<file path="src/rtl/conv_window_seq.sv">
// conv_window_seq
//
// Address sequencer for the 5x5 convolution MAC engine. Walks every K_W x K_W
// window of a MAP_W x MAP_W feature map. For each tap it issues one
// (map address, kernel address) pair per cycle to the synchronous map RAM and
// kernel ROM that feed the MAC operands. It also owns the MAC hold/clear input
// and gives the layer controller a start/busy/done handshake.
//
// Ports
//   clk_in    in   clock
//   rst_n     in   asynchronous active-low reset
//   start     in   run request, only looked at in IDLE
//   abort     in   synchronous cancel; wins over start
//   busy      out  high in every state other than IDLE
//   done      out  one-cycle pulse when a run completes normally
//   mac_hold  out  1 = MAC held/cleared, 0 = MAC accumulating
//   rd_en     out  address pair valid this cycle
//   map_addr  out  map RAM read address, (r+i)*MAP_W + (c+j)
//   k_addr    out  kernel ROM read address, i*K_W + j
//   win_last  out  marks the last tap of each window
//   out_idx   out  output pixel index r*OUT_W + c of the current window
//
// State table
//   state | meaning
//   IDLE  | MAC held; waiting for start
//   WARM  | hold released; waits WARM_CYC cycles for the MAC hold-delay pipe
//   RUN   | one address pair per cycle, no gaps, for every tap of every window
//   DRAIN | no reads; waits DRAIN_CYC cycles for the last products to land
//   DONE  | single cycle: done pulse, MAC held again
//
// Every output is a flop. Each one is loaded from a value decoded from the
// next state, so outputs change on the same edge as the state register.

module conv_window_seq #(
    parameter int MAP_W     = 22,
    parameter int K_W       = 5,
    parameter int OUT_W     = 18,
    parameter int MA_W      = 9,
    parameter int KA_W      = 5,
    parameter int WARM_CYC  = 3,
    parameter int DRAIN_CYC = 8
) (
    input  logic            clk_in,
    input  logic            rst_n,
    input  logic            start,
    input  logic            abort,
    output logic            busy,
    output logic            done,
    output logic            mac_hold,
    output logic            rd_en,
    output logic [MA_W-1:0] map_addr,
    output logic [KA_W-1:0] k_addr,
    output logic            win_last,
    output logic [8:0]      out_idx
);

    localparam int IJ_W  = (K_W > 1) ? $clog2(K_W) : 1;
    localparam int RC_W  = (OUT_W > 1) ? $clog2(OUT_W) : 1;
    localparam int TMR_W = 8;

    localparam logic [IJ_W-1:0]  IJ_MAX   = IJ_W'(K_W - 1);
    localparam logic [RC_W-1:0]  RC_MAX   = RC_W'(OUT_W - 1);
    localparam logic [TMR_W-1:0] WARM_LD  = TMR_W'(WARM_CYC - 1);
    localparam logic [TMR_W-1:0] DRAIN_LD = TMR_W'(DRAIN_CYC - 1);
    localparam logic [MA_W-1:0]  ROW_STEP = MA_W'(MAP_W);
    // The window base moves from (r, OUT_W-1) to (r+1, 0). The address step is
    // MAP_W - (OUT_W-1), which equals K_W.
    localparam logic [MA_W-1:0]  WIN_ROW_STEP = MA_W'(MAP_W - OUT_W + 1);

    typedef enum logic [2:0] {
        ST_IDLE  = 3'd0,
        ST_WARM  = 3'd1,
        ST_RUN   = 3'd2,
        ST_DRAIN = 3'd3,
        ST_DONE  = 3'd4
    } state_t;

    state_t           state_q, state_d;
    logic [TMR_W-1:0] tmr_q, tmr_d;
    logic [IJ_W-1:0]  i_q, i_d, j_q, j_d;
    logic [RC_W-1:0]  r_q, r_d, c_q, c_d;
    logic [MA_W-1:0]  win_base_q, win_base_d;   // map address of tap (0,0)
    logic [MA_W-1:0]  row_base_q, row_base_d;   // map address of tap (i,0)
    logic [MA_W-1:0]  map_addr_q, map_addr_d;
    logic [KA_W-1:0]  k_addr_q, k_addr_d;
    logic [8:0]       out_idx_q, out_idx_d;
    logic             busy_q, busy_d;
    logic             done_q, done_d;
    logic             mac_hold_q, mac_hold_d;
    logic             rd_en_q, rd_en_d;
    logic             win_last_q, win_last_d;

    always_ff @(posedge clk_in or negedge rst_n) begin
        if (!rst_n) begin
            state_q    <= ST_IDLE;
            tmr_q      <= '0;
            i_q        <= '0;
            j_q        <= '0;
            r_q        <= '0;
            c_q        <= '0;
            win_base_q <= '0;
            row_base_q <= '0;
            map_addr_q <= '0;
            k_addr_q   <= '0;
            out_idx_q  <= '0;
            busy_q     <= 1'b0;
            done_q     <= 1'b0;
            mac_hold_q <= 1'b1;
            rd_en_q    <= 1'b0;
            win_last_q <= 1'b0;
        end else begin
            state_q    <= state_d;
            tmr_q      <= tmr_d;
            i_q        <= i_d;
            j_q        <= j_d;
            r_q        <= r_d;
            c_q        <= c_d;
            win_base_q <= win_base_d;
            row_base_q <= row_base_d;
            map_addr_q <= map_addr_d;
            k_addr_q   <= k_addr_d;
            out_idx_q  <= out_idx_d;
            busy_q     <= busy_d;
            done_q     <= done_d;
            mac_hold_q <= mac_hold_d;
            rd_en_q    <= rd_en_d;
            win_last_q <= win_last_d;
        end
    end

    always_comb begin
        state_d    = state_q;
        tmr_d      = tmr_q;
        i_d        = i_q;
        j_d        = j_q;
        r_d        = r_q;
        c_d        = c_q;
        win_base_d = win_base_q;
        row_base_d = row_base_q;
        map_addr_d = map_addr_q;
        k_addr_d   = k_addr_q;
        out_idx_d  = out_idx_q;

        case (state_q)
            ST_IDLE: begin
                if (start && !abort) begin
                    state_d = ST_WARM;
                    tmr_d   = WARM_LD;
                end
            end

            ST_WARM: begin
                if (abort) begin
                    state_d = ST_IDLE;
                end else if (tmr_q == '0) begin
                    state_d = ST_RUN;
                end else begin
                    tmr_d = tmr_q - TMR_W'(1);
                end
            end

            ST_RUN: begin
                // The counters describe the tap being presented now. This
                // block works out the tap for the next cycle.
                if (abort) begin
                    state_d = ST_IDLE;
                end else if (j_q != IJ_MAX) begin
                    j_d        = j_q + IJ_W'(1);
                    map_addr_d = map_addr_q + MA_W'(1);
                    k_addr_d   = k_addr_q + KA_W'(1);
                end else if (i_q != IJ_MAX) begin
                    j_d        = '0;
                    i_d        = i_q + IJ_W'(1);
                    row_base_d = row_base_q + ROW_STEP;
                    map_addr_d = row_base_q + ROW_STEP;
                    k_addr_d   = k_addr_q + KA_W'(1);
                end else if (c_q != RC_MAX) begin
                    j_d        = '0;
                    i_d        = '0;
                    c_d        = c_q + RC_W'(1);
                    win_base_d = win_base_q + MA_W'(1);
                    row_base_d = win_base_q + MA_W'(1);
                    map_addr_d = win_base_q + MA_W'(1);
                    k_addr_d   = '0;
                    out_idx_d  = out_idx_q + 9'd1;
                end else if (r_q != RC_MAX) begin
                    j_d        = '0;
                    i_d        = '0;
                    c_d        = '0;
                    r_d        = r_q + RC_W'(1);
                    win_base_d = win_base_q + WIN_ROW_STEP;
                    row_base_d = win_base_q + WIN_ROW_STEP;
                    map_addr_d = win_base_q + WIN_ROW_STEP;
                    k_addr_d   = '0;
                    out_idx_d  = out_idx_q + 9'd1;
                end else begin
                    state_d = ST_DRAIN;
                    tmr_d   = DRAIN_LD;
                end
            end

            ST_DRAIN: begin
                if (abort) begin
                    state_d = ST_IDLE;
                end else if (tmr_q == '0) begin
                    state_d = ST_DONE;
                end else begin
                    tmr_d = tmr_q - TMR_W'(1);
                end
            end

            ST_DONE: begin
                state_d = ST_IDLE;
            end

            default: begin
                state_d = ST_IDLE;
            end
        endcase

        // Outside RUN the walk counters rest at zero. When WARM hands over to
        // RUN, the first pair (map 0, kernel 0, pixel 0) is therefore already
        // in place. An abort or a completed walk leaves nothing behind.
        if (state_d != ST_RUN) begin
            i_d        = '0;
            j_d        = '0;
            r_d        = '0;
            c_d        = '0;
            win_base_d = '0;
            row_base_d = '0;
            map_addr_d = '0;
            k_addr_d   = '0;
            out_idx_d  = '0;
        end
        if (state_d == ST_IDLE || state_d == ST_DONE) begin
            tmr_d = '0;
        end

        busy_d     = (state_d != ST_IDLE);
        done_d     = (state_d == ST_DONE);
        mac_hold_d = (state_d == ST_IDLE) || (state_d == ST_DONE);
        rd_en_d    = (state_d == ST_RUN);
        win_last_d = (state_d == ST_RUN) && (i_d == IJ_MAX) && (j_d == IJ_MAX);
    end

    assign busy     = busy_q;
    assign done     = done_q;
    assign mac_hold = mac_hold_q;
    assign rd_en    = rd_en_q;
    assign map_addr = map_addr_q;
    assign k_addr   = k_addr_q;
    assign win_last = win_last_q;
    assign out_idx  = out_idx_q;

endmodule

</file>
<file path="config.mk">
export PLATFORM = sky130hd
export DESIGN_NAME = conv_window_seq
export DESIGN_NICKNAME = d
export VERILOG_FILES = /design/src/rtl/conv_window_seq.sv
export SDC_FILE = /design/constraint.sdc
export NUM_CORES = 1
export LEC_CHECK = 0
export CAP_MARGIN = 40
export CELL_PAD_IN_SITES_DETAIL_PLACEMENT = 1
export CELL_PAD_IN_SITES_GLOBAL_PLACEMENT = 2
export CORE_ASPECT_RATIO = 1.1
export CORE_MARGIN = 2
export CORE_UTILIZATION = 33
export CTS_CLUSTER_SIZE = 30
export DETAILED_ROUTE_END_ITERATION = 16
export PLACE_DENSITY = 0.84
export SETUP_SLACK_MARGIN = 0.02
export SYNTH_ARGS = -nofsm -noshare
export SYNTH_HDL_FRONTEND = slang
export SYNTH_SLANG_ARGS = --single-unit
</file>
<file path="constraint.sdc">
create_clock -name clk_in -period 2.4 [get_ports clk_in]
set_clock_uncertainty 0.15 [all_clocks]
set_input_delay 0.48 -clock clk_in [delete_from_list [all_inputs] [get_ports clk_in]]
set_output_delay 0.48 -clock clk_in [all_outputs]
set_load 0.01 [all_outputs]
</file>
* After elaboration in Yosys (flattened, before gate mapping) *
Cells that the tools add are included.

cells by class
  add/subtract/negate cells = 11
  eq/ne operators = 24
  multiplexer cells = 78
  reductions and logical operators = 21

operator list
  cell                 count
  $mux 9               23
  $mux 5               20
  $mux 3               24
  $mux 8               9
  $add 9x1->9 const B  3
  $ne 3x3->1 const B   9
  $pmux 8 s3           1
  $add 5x1->5 const B  3
  $pmux 3 s4           1
  $ne 5x5->1 const B   2
  $add 9x3->9 const B  1
  $add 9x5->9 const B  1
  $eq 3x2->1 const B   3
  $eq 3x3->1 const B   3
  $reduce_and 9->1     1
  $logic_not 8->1      1
  $ne 2x1->1 const B   4
  $reduce_bool 4->1    2
  $sub 8x1->8 const B  1
  $add 3x1->3 const B  2
  $logic_not 3->1      2
  $ne 3x2->1 const B   2
  $reduce_and 6->1     1
  $reduce_bool 3->1    2
  10 further kinds     13

storage, ports and cells
  bits in registers = 73
  input port bits = 4
  output and inout port bits = 28

* Depth between registers and ports, before layout *
  depth after elaboration = 12
  gate-level depth with buffers = 10
  gate-level depth less buffers = 10

* Worst setup path after synthesis *
No wires, ideal clock.

  kind = flip-flop to flip-flop
  start = register c_q[0]
  end = register map_addr_q[3], in the netlist map_addr[3]
  arrival = 2.232 ns
  required time = 2.129 ns
  setup slack = -0.103 ns
  cell stages (with the launch flop) = 10
  clock period less this slack = 2.503 ns
  cell sequence = dfrtp_1 > ha_1 > nand4bb_2 > clkinv_1 > ha_1 > a31oi_1 > xnor2_1 > a21oi_1 > o21ai_0 > a22o_1

between the ends
  longest elaborated chain between the ends = 9

ends and longest elaborated chain
  what                                                              line  text
  start, declared                                                   81    logic [RC_W-1:0] r_q, r_d, c_q, c_d;
  start signal, assigned                                            100   c_q <= '0;
  start signal, assigned                                            117   c_q <= c_d;
  $ne 5x5->1 *                                                      177   end else if (c_q != RC_MAX) begin
  $mux 3                                                            177
  $mux 3                                                            171   end else if (i_q != IJ_MAX) begin
  $mux 3                                                            167   end else if (j_q != IJ_MAX) begin
  $mux 3                                                            165   if (abort) begin
  $pmux 3 s4                                                        144   case (state_q)
  $ne 3x2->1                                                        224   if (state_d != ST_RUN) begin
  $reduce_bool 5->1 (no source line), or another cell as far along  --
  $reduce_and 3->1 (no source line)                                 --
  end signal, assigned                                              120   map_addr_q <= map_addr_d;
  end, declared                                                     84    logic [MA_W-1:0] map_addr_q, map_addr_d;

Mark *: on every way between the ends. The rest lies on a longest branch, timed or not. The select of a mux whose other input is x is not followed.
A chain may end at the register's enable or synchronous reset.

* Worst setup path after layout *
  start = input abort
  end = register out_idx_q[8], in the netlist out_idx[8]

between the ends
  longest elaborated chain between the ends = 7

ends and longest elaborated chain
  what                                                       line  text
  start, declared                                            46    input logic abort,
  $logic_not 1->1                                            146   if (start && !abort) begin
  $logic_and 1x1->1                                          146
  $mux 3                                                     146
  $pmux 3 s4                                                 144
  $ne 3x2->1                                                 224
  $ne 2x1->1 (no source line), or another cell as far along  --
  $reduce_and 5->1 (no source line)                          --
  end signal, assigned                                       122   out_idx_q <= out_idx_d;
  end, declared                                              86    logic [8:0] out_idx_q, out_idx_d;

Several ways; a longest one is shown, not always the timed one.

==> summary.log <==
qor: setup_path.rr_worst_depth 6
qor: setup_path.worst_r2r_endpoint tmr_q[2]$_DFFE_PN0P_
qor: yosys.synth_cell_type_count 57
qor: sta.slew_viol_final 0
qor: yosys.ys_top_cells_by_area dfrtp_1, ha_1, nand2_1, nor2_1, xor2_1
qor: die.start_util 33.8%
qor: die.io-pin-count 32
qor: global_routing.grt_first_pass_wirelength 19500 um
qor: setup_path.critPathRequiredTime 2.48 ns
qor: clocking.cts_made_buffers 9
qor: yosys.post_synthesis_cell_type_with_the_largest_combined_area dfrtp_1
qor: clocking.clock-sinks 73
qor: yosys.avgSynthCellArea 9.33 um^2
qor: yosys.async_reset_ff_share 100%
qor: power_and_ir_drop.total_leakage_power 2.27 nW
qor: place.placed_area 0.00486 mm^2
qor: global_routing.first_global_vias 3813
qor: min_path.worst_hold_startpoint k_addr[4]$_DFFE_PN0P_
qor: min_path.min_delay_path_depth 2
qor: power_and_ir_drop.clkPwrFrac 37.3%
qor: drt.drt-vias-per-instance 5.35
qor: global_routing.grt_overflow_total 0
qor: die.core_region_area 0.0120 mm^2
qor: sta.final_min_period_over_clock_period 99.0%
qor: yosys.ys_dominant_reg_cell dfrtp_1
qor: cells_and_area.layout_area_overhead 35.2%
qor: clocking.htree_levels 3
qor: die.num_rows 42
qor: setup_path.worst-setup-path-type in -> reg
qor: sta.worstMarginPinSlew 0.488 ns
qor: global_routing.grt_max_degree 49
qor: place.place_congestion 0.842
qor: yosys.number_of_enable_type_register_cells_in_the_synthesized_netlist 0
qor: clocking.clock-root-buffer clkbuf_16
qor: power_and_ir_drop.netSwitchingFraction 31.8%
qor: setup_path.timing.rr.start tmr_q[3]$_DFFE_PN0P_
qor: power_and_ir_drop.sequentialPowerShare 32.9%
qor: yosys.synth_top_area_share 44.5%
qor: setup_path.critPathTopFamily buffers and inverters
qor: cells_and_area.num_antenna_cells 0
qor: drt.detail_route.wirelength 12000 um
qor: cells_and_area.finish.cell_count_without_fillers 673
qor: yosys.syn-instance-count 434
qor: setup_path.arrival 2.46 ns
qor: drt.detailedRoute.firstPassIterationCount 4
qor: clocking.clock_insertion_delay_worst_skew 0.35 ns
qor: place.post-dp-hpwl 8080 um
qor: sta.final-setup-viol-count 0
qor: sta.grt_setup_unrepaired yes
qor: sta.maxClockFrequency 421 MHz
qor: setup_path.timing.critical_path.from_type primary input
qor: power_and_ir_drop.fin_total_pwr 0.00426 W
qor: power_and_ir_drop.p_int 0.00290 W
qor: sta.final.setup.tns 0 ns
qor: power_and_ir_drop.switching_power_summed_over_all_nets 0.00136 W
qor: clocking.ctsLongestPathBuffers 2
qor: setup_path.worstPathMaxFanout 12
qor: yosys.yosysWarnings 0
qor: cells_and_area.net_count_of_the_finished_layout 533
qor: die.chipWidth 110 um
qor: drt.drc_viols 0
qor: sta.slew-limit-headroom 67.4%
qor: cells_and_area.final_layout_size_suffix_gt1_share 21.4%
qor: yosys.synth.cells.most_frequent dfrtp_1, nand2_1, nor2_1
qor: setup_path.cp.depth 9
qor: yosys.ys_ff_latch 73
qor: drt.ant_nets 0
qor: setup_path.cp_cell_sequence clkdlybuf4s50_1 -> buf_4 -> nor4b_4 -> buf_4 -> o211ai_1 -> buf_4 -> nor3_1 -> xnor2_1 -> nor2_1
qor: run_status.outcome finished clean
qor: min_path.timing.hold.worst.class reg -> reg
qor: min_path.min_delay_worst_endpoint k_addr[4]$_DFFE_PN0P_
qor: die.floorplan.die.height 120 um
qor: place.placed_cells_incl_taps 649
qor: setup_path.critPathMaxStageDelay 0.42 ns
qor: sta.timing_hold_violations_final 0
qor: setup_path.critical_path.slowest_cell clkdlybuf4s50_1
qor: power_and_ir_drop.ir_drop 385 uV
qor: setup_path.endpoint_kind flip-flop
qor: job.timing.max_cap.violations 0
qor: yosys.syn_nets 453
qor: setup_path.critical_path_buf_inv_count 4
qor: power_and_ir_drop.combinationalPowerShare 29.7%
qor: place.buffer_ports.inserted 31
qor: yosys.yosysMostFrequentCell dfrtp_1
qor: power_and_ir_drop.p_per_area 778 mW/mm^2
qor: yosys.yosysSeqAreaShare 45.1%
qor: drt.routedWlPerCell 17.8 um
qor: die.die_outline_area 0.0132 mm^2
qor: yosys.synth_cell_area 0.00405 mm^2
qor: drt.dr_total_vias 3602
qor: global_routing.grt_antenna_before_repair 0
qor: setup_path.cpMostUsedCell buf_4
qor: cells_and_area.final_design_area_no_fill 0.00547 mm^2
qor: drt.drt_iter0_markers 104
qor: clocking.worst_setup_hold_path_clk_slew 0.06 ns
qor: sta.finalCriticalPeriod 2.38 ns
qor: global_routing.grt.total_usage 19.0%
qor: clocking.cts_tree built
qor: setup_path.r2r_setup_slack 0.13 ns
==> worst max path at each step <==
| stage | startpoint | to | slack (ns) |
|---|---|---|---|
| after floorplan | c_q[0]$_DFFE_PN0P_ | map_addr[8]$_DFFE_PN0P_ | 0.03 |
| after global placement | abort | win_last$_DFF_PN0_ | -0.23 |
| after detailed placement | abort | win_last$_DFF_PN0_ | -0.34 |
| after CTS | abort | win_last$_DFF_PN0_ | 0.02 |
| after global routing | abort | out_idx[5]$_DFFE_PN0P_ | -0.04 |
| final | abort | out_idx[8]$_DFFE_PN0P_ | 0.02 |
==> metrics by stage <==
| stage | setup WS (ns) | hold WS (ns) | util [%] |
|---|---|---|---|
| 2_1_floorplan | 0.0315 | 0.0344 | - |
| 3_3_place_gp | -0.233 | 0.284 | 40.6 |
| 3_5_place_dp | -0.340 | 0.287 | 40.6 |
| 4_1_cts | 0.0238 | 0.367 | 43.9 |
| 5_1_grt | -0.0403 | 0.399 | 45.7 |
| 6_report | 0.0239 | 0.377 | 45.7 |
==> sequential cells by signal (all words and copies together) (netlist names), 3 cells and up <==
register    cells
map_addr        9
out_idx         9
row_base_q      9
win_base_q      9
tmr_q           8
c_q             5
k_addr          5
r_q             5
i_q             3
j_q             3
state_q         3
==> metal layers <==
metal	vias up	wire, um	track usage [%]
met4	0	164	5.62
met1	1834	5410	25.0
li1	1713	-	-
met2	41	6150	32.0
met5	-	0	0
met3	14	242	3.13
==> power by group through the flow <==
stage / Clock, W / Sequential (W) / Combinational [W]
floorplan: 0 / 0.00143 / 0.000621
global placement: 0 / 0.00141 / 0.00115
detailed placement: 0 / 0.00142 / 0.00118
CTS: 0.00162 / 0.00140 / 0.00121
global route: 0.00168 / 0.00141 / 0.00138
finish: 0.00159 / 0.00140 / 0.00126
==> kinds of logic after synthesis <==
family                   after synthesis  synth area share, %
multiplexers                           4                0.989
XOR/XNOR                              31                 6.71
adder cells (fa/ha/maj)               15                 4.64
flip-flops                            73                 45.1
buffers and inverters                 29                 3.28
AND/OR/NAND/NOR                      181                 23.1
AO/OA/AOI/OAI                        101                 16.2
==> worst register-to-register path: stages (launching register included) <==
cell	delay, ns
dfrtp_1	0.44
or4_1	0.58
o311ai_2	0.35
buf_4	0.23
and2_1	0.19
o21ai_0	0.09
a21oi_1	0.15
==> final cells by class <==
type	instances	area [um^2]
Multi-Input combinational cell	332	2290
Clock inverter	6	115
Fill cell	1368	6510
Clock buffer	10	229
Inverter	14	53.8
Sequential cell	73	1830
Timing Repair Buffer	84	766
Tap cell	154	193
==> placed cells by master (no fill, tap or decap), types with 7 or more instances in the layout <==
cell / instances
clkbuf_16: 9
dfrtp_1: 72
o21ai_0: 27
a211oi_1: 7
clkdlybuf4s50_1: 30
o211ai_1: 7
inv_1: 13
ha_1: 12
xnor2_1: 11
buf_4: 47
nand2_1: 47
xor2_1: 17
a21oi_1: 22
nor2_1: 42
nor3_1: 11
nand3_1: 18
nand4_1: 10
==> timing repair <==
item	4_1_cts	5_1_grt
pin swaps	1	14
hold buffers	1	0
gates resized for setup	7	34
setup buffers	1	6
hold endpoints to repair	24	0
endpoints found under the setup margin	12	25
Power figures use the tool's default switching activity.
==> variant 1: new RTL, same flow settings <==
`c_q` no longer has a reset.
--- a/src/rtl/conv_window_seq.sv
+++ b/src/rtl/conv_window_seq.sv
@@ -97,7 +97,6 @@
             i_q        <= '0;
             j_q        <= '0;
             r_q        <= '0;
-            c_q        <= '0;
             win_base_q <= '0;
             row_base_q <= '0;
             map_addr_q <= '0;
@@ -114,7 +113,6 @@
             i_q        <= i_d;
             j_q        <= j_d;
             r_q        <= r_d;
-            c_q        <= c_d;
             win_base_q <= win_base_d;
             row_base_q <= row_base_d;
             map_addr_q <= map_addr_d;
@@ -126,6 +124,10 @@
             rd_en_q    <= rd_en_d;
             win_last_q <= win_last_d;
         end
+    end
+
+    always_ff @(posedge clk_in) begin
+        c_q <= c_d;
     end
 
     always_comb begin
Function: no difference found for any inputs over 4 cycles, from zero or initial values and one cycle with rst_n low; that may be too few to reach the edited logic, so the function may still have changed.
==> variant 1 against the unedited design <==
Sequential share of layout area increased by 0.17 points; synthesized cell count increased by 4.8%; sequential cell count unchanged; final area decreased by 1.8%; routed wire length decreased by 2.1%; synthesized area increased by 3.3%; count of clock-buffer cells in the layout unchanged; setup slack improved by 100 ps.
Power is not compared: it rests on default switching activity, and its combinational part moved more than twofold at a synthesized area within 25%.
==> variant 1: results (changes against the unedited design) <==
run_status:
  run_status: "finished, final reports clean"
final_layout:
  antennaDiodeCount: 0  # unchanged
  nNetsFinal: 553  # +3.8%
  post_route_cells_drive_above_1_share_pct: 19.3  # -2.1 points
logic_synthesis:
  async_reset_ff_share_pct: 93.2  # -6.8 points
  synth.yosys.seq_area_share_pct: 43.1  # -2.0 points
  synth_commonest_cells: "dfrtp_1 (67), nor2_1 (55), nand2_1 (53)"
  synth.yosys.warnings: 0  # unchanged
  synth_nets: 474  # +4.6%
  yosys.cell_types.count: 63  # +11%
  synthTopCellsByArea: "dfrtp_1 (40%), nor2_1 (4.9%), nand2_1 (4.8%), ha_1 (4.5%), xor2_1 (3.8%)"
  synthesis.area_per_instance_um2: 9.19  # -1.5%
clocking:
  cts_max_level: 3  # unchanged
  cts-hold-fix-buffers: 0  # -1
  clock_tree.buffer_depth: 2  # unchanged
power_and_ir_drop:
  power.leakage_uw: 0.00224
  vdd.ir_drop.worst_mv: 0.342
global_routing:
  maximum_number_of_pins_on_one_net_before_global_route_repair: 69  # +41%
  first_global_vias: 3919  # +2.8%
  grt_antenna_before_repair: 0  # unchanged
  wire_length_of_the_first_global_routing_pass_um: 20000  # +2.4%
  track_usage_pct: 18.2  # -0.78 points
placement:
  place.detailed.instances: 679  # +4.6%
  place.detailed.hpwl_um: 8410  # +4.0%
  gp_congestion: 0.802  # -4.8%
detailed_routing:
  drt-initial-drc-count: 173  # +66%
  route.detailed.wl_per_inst_um: 16.8  # -5.3%
  detail_route.vias_per_cell: 5.23  # -2.4%
  routed_wirelength_um: 11700  # -2.1%
  firstDrtPassIters: 4  # unchanged
worst_hold_path:
  min_path_type: "input port to asynchronous set/reset pin"
critical_path:
  timing.critical_path.fanout_max: 7  # -5
  worst-endpoint-arrival_ps: 2400  # -60 ps
timing:
  timing_worst_slew_pin_value_ps: 427  # -61.1 ps
## variant 1: what timing repair did
action	4_1_cts	5_1_grt
resized for setup	2	16
setup endpoints to repair	8	31
pin swaps	0	8
setup buffers	0	1
## variant 1: logic make-up (layout without fill, tap and decap cells)
logic type | after synthesis | count (layout) | share of synthesized area, %
simple gates | 188 | 188 | 22.6
xor+xnor | 34 | 34 | 7.12
fa+ha+maj | 15 | 15 | 4.49
mux | 8 | 8 | 1.91
buf+inv | 37 | 121 | 4.55
compound gates | 100 | 100 | 16.2
flops | 73 | 73 | 43.1
## variant 1: cell type report
cell class / count / area, um2
clock buffer: 10 / 229
clock inverter: 6 / 35.0
fill: 1454 / 7110
inverter: 16 / 60.1
multi-input combinational: 345 / 2270
sequential: 73 / 1800
tap: 157 / 196
timing repair buffer: 89 / 782
## variant 1: final timing paths
kind	start	slack, ps	cells after the start	end
min in group clk_in	c_q[4]	370	2	c_q[4]
worst min-delay path	rst_n	20	2	tmr_q[7]
worst min register to register	c_q[4]	370	2	c_q[4]
worst max register to register	c_q[1]	130	11	map_addr[4]
worst max-delay path	abort	130	9	win_last
max in group asynchronous	rst_n	1770	2	mac_hold
## variant 1: power breakdown
part           switching, uW  total [uW]  internal [uW]
clock network            541        1230            692
logic                    335         590            255
registers               32.3        1300           1270
## variant 1: worst max-delay path, cell delays in order
cell,delay (ps)
clkdlybuf4s50_1,430
buf_4,180
nor4b_2,240
buf_4,210
buf_4,140
and3_1,140
o21ai_0,80
a221oi_1,280
o2111a_1,220
## variant 1: metrics by stage
| stage | area, um2 | hold slack, ps | setup WS [ps] |
|---|---|---|---|
| final | 5380 | 16.5 | 129 |
| after global routing | 5380 | 39.9 | 1.91 |
| after CTS | 5300 | 27.3 | -33.3 |
| after detailed placement | 5030 | 361 | -322 |
| after global placement | 5030 | 349 | -256 |
| after floorplan | 4180 | 34.4 | 24.5 |
## variant 1: routing by layer
metal	global-route usage, %	vias up	wire length, um	share of wire [%]
li1	-	1781	-	-
met2	31.4	35	5910	50
met5	0	-	0	0
met3	3.83	10	276	2.4
met1	23.3	1811	5380	46
met4	5.25	0	143	1.2
==> variant 2: new RTL, same settings <==
Without the edit above. Set the parameter `OUT_W` to 26 (it was 18).
--- a/src/rtl/conv_window_seq.sv
+++ b/src/rtl/conv_window_seq.sv
@@ -34,7 +34,7 @@
 module conv_window_seq #(
     parameter int MAP_W     = 22,
     parameter int K_W       = 5,
-    parameter int OUT_W     = 18,
+    parameter int OUT_W     = 26,
     parameter int MA_W      = 9,
     parameter int KA_W      = 5,
     parameter int WARM_CYC  = 3,
Formal check against the unedited RTL: no difference found for any inputs over 10 cycles, from zero or initial values and one cycle with rst_n low; that may be too few to reach the edited logic, so the function may still have changed.
==> variant 2 against the unedited design <==
The run now ends with setup timing left; final cell count increased by 18%; synthesized area increased by 10%; total power decreased by 0.37%; setup slack got worse by 480 ps; clock power decreased by 11%; worst hold slack improved by 5.0 ps; final area increased by 18%; routed wire length increased by 24%; sequential cell count unchanged; largest cell class unchanged.
==> variant 2: results (changes against the unedited design) <==
logic_synthesis:
  mux_share_of_post_synthesis_cell_area_pct: 0.672  # -0.32 points
  synth_commonest_cells: "dfrtp_1 (72), nor2_1 (47), nand2_1 (42)"
  synth_xor_area_share_pct: 4.31  # -2.4 points
  synthTopCellsByArea: "dfrtp_1 (40%), ha_1 (5.6%), nor2_1 (3.9%), o21ai_0 (3.8%), nand2_1 (3.5%)"
  synthesis.area_per_instance_um2: 9.10  # -2.5%
  yosys.cell_types.count: 69  # +21%
  synth_nets: 515  # +14%
  synth-adder-area-share_pct: 5.60  # +0.97 points
  synth.yosys.seq_area_share_pct: 40.9  # -4.2 points
run_status:
  violations_in_the_final_reports: "setup timing"
  run_status: "finished with violations"
power_and_ir_drop:
  pwr_density_cell_nw_per_um2: 659  # -15%
  power.leakage_uw: 0.00282  # +25%
  power.switching_uw: 1370  # +1.1%
  vdd.ir_drop.worst_mv: 0.299  # -22%
  pwr-share-seq_pct: 32.5  # -0.4 points
  comb_cell_power_uw: 1440  # +14%
global_routing:
  grt_antenna_before_repair: 0  # unchanged
  first_global_vias: 4752  # +25%
  maximum_number_of_pins_on_one_net_before_global_route_repair: 39  # -20%
  track_usage_pct: 20.9  # +1.9 points
final_layout:
  post_route_cells_drive_above_1_share_pct: 28.8  # +7.4 points
  fillers: 1508  # +10%
  nNetsFinal: 652  # +22%
  layoutNonFillerInstCount: 794  # +18%
timing:
  relSlewSlack_pct: 63.4  # -4.0 points
  pnr_worst_setup_slack_ps: -451  # -475 ps
  timing.final.setup_violations: 17  # +17
  fin_worst_hold_slack_ps: 382  # +4.99 ps
  tns_ps: -4610  # -4610 ps
detailed_routing:
  drt-initial-drc-count: 226  # +120%
  routed_wirelength_um: 14900  # +24%
worst_hold_path:
  hold_path_end: "win_base_q[7]"
  holdCritStartpoint: "win_base_q[7]"
critical_path:
  worst_path_top_cell_family_by_delay: "simple AND/OR/NAND/NOR gates"
  crit_slowest_cell: "or4_4"
  worst-endpoint-arrival_ps: 2930  # +470 ps
  worst_r2r_endpoint: "map_addr[8]"
  rr_worst_depth: 11  # +5
  critical_path.reg2reg.startpoint: "c_q[1]"
  timing.critical_path.fanout_max: 7  # -5
placement:
  place.detailed.instances: 757  # +17%
  place.detailed.hpwl_um: 10700  # +33%
  gp_congestion: 0.856  # +1.6%
  place_worst_setup_slack_ps: -402  # -62.6 ps
clocking:
  tritoncts.num_buffers: 9  # unchanged
## variant 2: worst max-delay path by stage
stage	startpoint	endpoint	slack [ps]
final	c_q[1]	map_addr[8]	-450
after floorplan	c_q[1]	map_addr[8]	-500
after global routing	c_q[1]	map_addr[8]	-600
after CTS	c_q[1]	map_addr[5]	-380
after detailed placement	c_q[1]	row_base_q[6]	-400
after global placement	c_q[1]	map_addr[8]	-320
## variant 2: stage by stage
step           utilization, %  area [um2]
2_1_floorplan               -        4520
3_3_place_gp             42.9        5670
3_5_place_dp             42.9        5670
4_1_cts                  46.8        6180
5_1_grt                  48.7        6430
6_report                 48.7        6430
## variant 2: layer usage
| layer | vias up | share of wire [%] | wire length, um | global-route usage, % |
|---|---|---|---|---|
| met5 | - | 0 | 0 | 0 |
| met4 | 0 | 2.1 | 305 | 7.73 |
| met3 | 22 | 2.4 | 364 | 3.18 |
| met2 | 57 | 52 | 7730 | 36.9 |
| met1 | 2247 | 44 | 6470 | 25.6 |
| li1 | 2094 | - | - | - |
## variant 2: logic make-up after synthesis
| logic type | count (synthesis) |
|---|---|
| xor gates and xnor gates | 22 |
| buffers and inverters | 35 |
| and+or+nand+nor | 200 |
| muxes | 3 |
| DFF | 73 |
| AOI/OAI and AO/OA | 138 |
| adders and majority gates | 20 |
## variant 2: area by class of cell
| class | instances | area share [%] |
|---|---|---|
| timing repair buffer | 146 | 19.5 |
| multi-input combinational | 383 | 43.2 |
| inverter | 15 | 0.972 |
| clock buffer | 13 | 3.73 |
| clock inverter | 3 | 1.01 |
| tap | 161 | 3.13 |
| sequential | 73 | 28.4 |
## variant 2: repair_timing
action | in CTS | in global routing
pin swaps | 6 | 20
endpoints found under the hold margin | 32 | 0
gates resized for setup | 31 | 31
hold buffers | 1 | 0
setup buffers | 5 | 18
endpoints found under the setup margin | 35 | 41
